==> src/rtl/netbus_pkg.sv <==
// -----------------------------------------------------------------------------
// netbus_pkg
// Shared NetBus definitions used by the packetizer, the field combiner and any
// future splitter.
//   NB_CMD_W / NB_ID_W   : command and id field widths of a NetBus beat
//   NB_LEN_W             : request length field width (0 encodes 256 bytes)
//   NB_CNT_W             : decoded length / beat counter width (holds 256)
//   nb_packed_width()    : width of one flat NetBus word for a payload width
//   nb_state_e           : packetizer sequencing states
// -----------------------------------------------------------------------------
package netbus_pkg;

   localparam int NB_CMD_W = 2;
   localparam int NB_ID_W  = 5;
   localparam int NB_LEN_W = 8;
   localparam int NB_CNT_W = 9;

   // DATAX (8*DW) + STRB (DW) + CMD + DID + SID + FIRST + LAST
   function automatic int nb_packed_width(input int data_width);
      return data_width * 9 + 14;
   endfunction

   typedef enum logic {
      NB_IDLE  = 1'b0,
      NB_BURST = 1'b1
   } nb_state_e;

endpackage

==> src/rtl/netbus_strb_gen.sv <==
// -----------------------------------------------------------------------------
// netbus_strb_gen
// Combinational last-beat byte-enable generator. Given a decoded packet length
// (1..256 bytes) it produces the strobe of the final beat: all ones when the
// length is a whole number of beats, otherwise the low (len mod DATA_WIDTH)
// bits set.
//   len       in  NB_CNT_W    decoded packet length in bytes
//   last_strb out DATA_WIDTH  byte enables for the final beat
// -----------------------------------------------------------------------------
module netbus_strb_gen
   import netbus_pkg::*;
#(
   parameter int DATA_WIDTH = 4
) (
   input  logic [NB_CNT_W-1:0]   len,
   output logic [DATA_WIDTH-1:0] last_strb
);

   // DATA_WIDTH is a power of two, so the modulo is a mask.
   localparam logic [NB_CNT_W-1:0] REM_MASK = NB_CNT_W'(DATA_WIDTH - 1);

   logic [NB_CNT_W-1:0] rem;

   assign rem = len & REM_MASK;

   genvar gi;
   generate
      for (gi = 0; gi < DATA_WIDTH; gi++) begin : g_strb
         assign last_strb[gi] = (rem == '0) || (NB_CNT_W'(gi) < rem);
      end
   endgenerate

endmodule

==> src/rtl/netbus_packetizer.sv <==
// -----------------------------------------------------------------------------
// netbus_packetizer
// Slices a payload word stream into NetBus beats for one packet request at a
// time and presents each beat's field set through a single output register.
//   clk, rst_n            clock, asynchronous active-low reset
//   req_valid/req_ready   packet request handshake
//   req_cmd/did/sid/len   request fields (len 0 means 256 bytes)
//   in_valid/in_ready     payload word handshake, in_data byte 0 = [7:0]
//   out_valid/out_ready   beat handshake
//   datax, strb           beat payload and byte enables
//   cmd, did, sid         request fields copied onto every beat
//   first, last           packet boundary markers
// -----------------------------------------------------------------------------
module netbus_packetizer
   import netbus_pkg::*;
#(
   parameter int DATA_WIDTH = 4
) (
   input  logic                    clk,
   input  logic                    rst_n,
   input  logic                    req_valid,
   output logic                    req_ready,
   input  logic [NB_CMD_W-1:0]     req_cmd,
   input  logic [NB_ID_W-1:0]      req_did,
   input  logic [NB_ID_W-1:0]      req_sid,
   input  logic [NB_LEN_W-1:0]     req_len,
   input  logic                    in_valid,
   output logic                    in_ready,
   input  logic [DATA_WIDTH*8-1:0] in_data,
   output logic                    out_valid,
   input  logic                    out_ready,
   output logic [DATA_WIDTH*8-1:0] datax,
   output logic [DATA_WIDTH-1:0]   strb,
   output logic [NB_CMD_W-1:0]     cmd,
   output logic [NB_ID_W-1:0]      did,
   output logic [NB_ID_W-1:0]      sid,
   output logic                    first,
   output logic                    last
);

   localparam int BEAT_SHIFT = $clog2(DATA_WIDTH);

   nb_state_e               state_reg, state_next;
   logic [NB_CNT_W-1:0]     index_reg;
   logic [NB_CNT_W-1:0]     beats_reg;
   logic [DATA_WIDTH-1:0]   last_strb_reg;
   logic [NB_CMD_W-1:0]     cmd_lat_reg;
   logic [NB_ID_W-1:0]      did_lat_reg;
   logic [NB_ID_W-1:0]      sid_lat_reg;

   logic [NB_CNT_W-1:0]     len_full;
   logic [NB_CNT_W:0]       len_round;
   logic [NB_CNT_W-1:0]     beats_next;
   logic [DATA_WIDTH-1:0]   last_strb_next;
   logic                    req_accept;
   logic                    load;
   logic                    is_last;

   // Request decode: length 0 stands for 256, beats = ceil(len / DATA_WIDTH).
   assign len_full   = (req_len == '0) ? NB_CNT_W'(256) : {1'b0, req_len};
   assign len_round  = {1'b0, len_full} + (NB_CNT_W + 1)'(DATA_WIDTH - 1);
   assign beats_next = NB_CNT_W'(len_round >> BEAT_SHIFT);

   netbus_strb_gen #(
      .DATA_WIDTH (DATA_WIDTH)
   ) u_strb_gen (
      .len       (len_full),
      .last_strb (last_strb_next)
   );

   assign req_accept = req_ready && req_valid;
   assign is_last    = (index_reg == beats_reg - NB_CNT_W'(1));

   always_ff @(posedge clk or negedge rst_n) begin
      if (!rst_n) begin
         state_reg <= NB_IDLE;
      end else begin
         state_reg <= state_next;
      end
   end

   always_comb begin
      state_next = state_reg;
      req_ready  = 1'b0;
      in_ready   = 1'b0;
      load       = 1'b0;
      case (state_reg)
         NB_IDLE: begin
            req_ready = 1'b1;
            if (req_valid) begin
               state_next = NB_BURST;
            end
         end
         NB_BURST: begin
            // A new word may enter only if the output register is empty or
            // being drained this cycle; there is no skid storage.
            in_ready = !out_valid || out_ready;
            load     = in_valid && (!out_valid || out_ready);
            if (load && is_last) begin
               state_next = NB_IDLE;
            end
         end
         default: state_next = NB_IDLE;
      endcase
   end

   // Per-packet context, captured once at request accept.
   always_ff @(posedge clk or negedge rst_n) begin
      if (!rst_n) begin
         index_reg     <= '0;
         beats_reg     <= '0;
         last_strb_reg <= '0;
         cmd_lat_reg   <= '0;
         did_lat_reg   <= '0;
         sid_lat_reg   <= '0;
      end else if (req_accept) begin
         index_reg     <= '0;
         beats_reg     <= beats_next;
         last_strb_reg <= last_strb_next;
         cmd_lat_reg   <= req_cmd;
         did_lat_reg   <= req_did;
         sid_lat_reg   <= req_sid;
      end else if (load) begin
         index_reg     <= index_reg + NB_CNT_W'(1);
      end
   end

   // Beat output register. The field copies live here rather than in the
   // request latch so a held last beat survives the next request accept.
   always_ff @(posedge clk or negedge rst_n) begin
      if (!rst_n) begin
         out_valid <= 1'b0;
         datax     <= '0;
         strb      <= '0;
         cmd       <= '0;
         did       <= '0;
         sid       <= '0;
         first     <= 1'b0;
         last      <= 1'b0;
      end else if (load) begin
         out_valid <= 1'b1;
         datax     <= in_data;
         strb      <= is_last ? last_strb_reg : '1;
         cmd       <= cmd_lat_reg;
         did       <= did_lat_reg;
         sid       <= sid_lat_reg;
         first     <= (index_reg == '0);
         last      <= is_last;
      end else if (out_ready) begin
         out_valid <= 1'b0;
      end
   end

endmodule

==> config.mk <==
export PLATFORM = sky130hd
export DESIGN_NAME = netbus_packetizer
export DESIGN_NICKNAME = d
export VERILOG_FILES = /design/src/rtl/netbus_pkg.sv /design/src/rtl/netbus_strb_gen.sv /design/src/rtl/netbus_packetizer.sv
export SDC_FILE = /design/constraint.sdc
export NUM_CORES = 1
export LEC_CHECK = 0
export ABC_AREA = 1
export CORE_ASPECT_RATIO = 0.7
export CORE_UTILIZATION = 50
export DETAILED_ROUTE_END_ITERATION = 7
export GPL_TIMING_DRIVEN = 0
export PLACE_DENSITY = 0.83
export SLEW_MARGIN = 20
export SYNTH_ARGS = -nofsm -noshare
export SYNTH_HDL_FRONTEND = slang
export SYNTH_HIERARCHICAL = 1
export SYNTH_SLANG_ARGS = --single-unit
==> constraint.sdc <==
create_clock -name clk -period 3.8 [get_ports clk]
set_input_delay 0.95 -clock clk [delete_from_list [all_inputs] [get_ports clk]]
set_output_delay 0.95 -clock clk [all_outputs]
set_load 0.005 [all_outputs]
==> results.json <==
{
  "arrival_ns": 2.12,
  "num_antenna_cells": 0,
  "final_cell_mix": "nand2_1, clkdlybuf4s50_1, dfrtp_1",
  "syn_area_per_cell_um2": 8.08,
  "grt_overflow": 0,
  "worst_r2r_path_depth": 13,
  "pwr-share-seq": 0.452,
  "die_h_um": 75.0,
  "finalMaxSlewViolations": 0,
  "dp_worst_setup_slack_ns": 0.702,
  "setup_ws_ns": 0.727,
  "grt_max_degree": 60,
  "clkTransAtPathRegs_ns": 0.08,
  "numCtsBuffers": 9,
  "grt_use_total": 0.237,
  "area_delta_synth_final_pct": 37.8,
  "start_kind": "input pin",
  "period_share": 0.809,
  "p_switching_mw": 1.04,
  "routed-via-count": 3442,
  "detail_route.wl_per_cell_um": 12.9,
  "period_needed_ns": 3.07,
  "final_nets": 654,
  "wl_um": 9000,
  "post_cts.repair.setup_buffers": 0,
  "fmax_mhz": 325,
  "synthesis.area_um2": 3800,
  "vias_per_cell": 4.95,
  "dpl_cell_area_um2": 5040,
  "drv_cap": 0,
  "drive_above_1_share": 0.0804,
  "clkPwrFrac": 0.213,
  "cts_tree": "built",
  "setup_viol": 0,
  "fin_util": 0.717,
  "io_buffers": 109,
  "drtIter0Drc": 237,
  "p_int_mw": 2.01,
  "hold_ws_ns": 0.472,
  "dp_hpwl_um": 6570,
  "largest_register_ffs": 32,
  "final_common_cell": "nand2_1",
  "power.leakage_nw": 2.61,
  "hold_viol_final": 0,
  "critical_path.startpoint": "out_ready",
  "finClkSkew_ns": 0.00595,
  "grt_pass1_vias": 3047,
  "dp.cells": 679,
  "die_area_um2": 7970,
  "hold_path.class": "reg2reg",
  "first_pass_iters": 5,
  "path_class": "in2out",
  "powerDensity_nw_per_um2": 582,
  "rr_startpoint": "beats_reg[0]",
  "clockRootBuffer": "clkbuf_8",
  "cts.repair.resized": 0,
  "core_um2": 7320,
  "syn_nets": 533,
  "stdcell_area_um2": 5250,
  "cts_hold_buf": 0,
  "antenna_found_initial": 0,
  "cts_sinks": 85,
  "initial_core_util": 0.520,
  "critical_path.max_fanout": 2,
  "grt_pass1_wl_um": 14500,
  "stdcell_count": 695,
  "grt_setup_unrepaired": "false",
  "hold_depth": 2,
  "rows": 26,
  "status": "finished, final reports clean",
  "critPathRequiredTime_ns": 2.85,
  "htreeDepth": 3,
  "die_x_um": 106,
  "clk_latency_ns": 0.35,
  "io_pins": 110,
  "crit_path_end_kind": "primary output",
  "hp-start": "cmd_lat_reg[0]",
  "postRouteAntennaNets": 0,
  "irDropWorstVdd_mv": 0.326,
  "swShare": 0.342,
  "clockBufferDepth": 2,
  "combPwrFrac": 0.336,
  "synth_cells": 471,
  "gp_congestion": 0.903,
  "drcViolationCount": 0,
  "ys_warn_count": 6
}
## final timing paths
| kind | end | slack, ns |
|---|---|---|
| worst max-delay path | in_ready | 0.73 |
| worst min-delay path | cmd[0] | 0.47 |
| worst max register to register | strb[2] | 1.95 |
| worst min register to register | cmd[0] | 0.47 |
| max in group asynchronous | sid[3] | 2.70 |
| min in group asynchronous | beats_reg[0] | 0.51 |
## power by group through the flow
stage / clock network, mW / logic, mW / registers (mW)
after floorplan: 0 / 0.558 / 1.36
after global placement: 0 / 0.975 / 1.38
after detailed placement: 0 / 1.02 / 1.39
after CTS: 0.661 / 1.03 / 1.38
after global routing: 0.697 / 1.15 / 1.41
final: 0.649 / 1.02 / 1.38
## metrics by stage
| step | power [mW] | setup TNS, ns |
|---|---|---|
| global route | 3.26 | 0 |
| floorplan | 1.92 | 0 |
| CTS | 3.06 | 0 |
| detailed placement | 2.41 | 0 |
| global placement | 2.36 | -97.73 |
| finish | 3.05 | 0 |
## cell type report
class                   count  area (um2)
well taps                  98         123
repair buffers            110        1120
clock buffers              11         141
inverters                  40         150
flip-flops and latches     85        2130
plain buffers              19        86.3
multi-input cells         327        1440
clock inverters             5        60.1
fillers                   593        2070
## metal layers
layer	share of wire	vias up	global-route usage	wire length, um
met5	0	-	0	0
met4	0.0082	0	0.0463	74
met3	0.085	10	0.0805	766
met2	0.45	149	0.369	4050
met1	0.46	1598	0.329	4110
li1	-	1685	-	-
## worst max-delay path: stages
cell	delay, ns
clkdlybuf4s50_1	0.47
inv_2	0.04
a21oi_1	0.13
clkdlybuf4s50_1	0.53
Power figures use the tool's default switching activity.
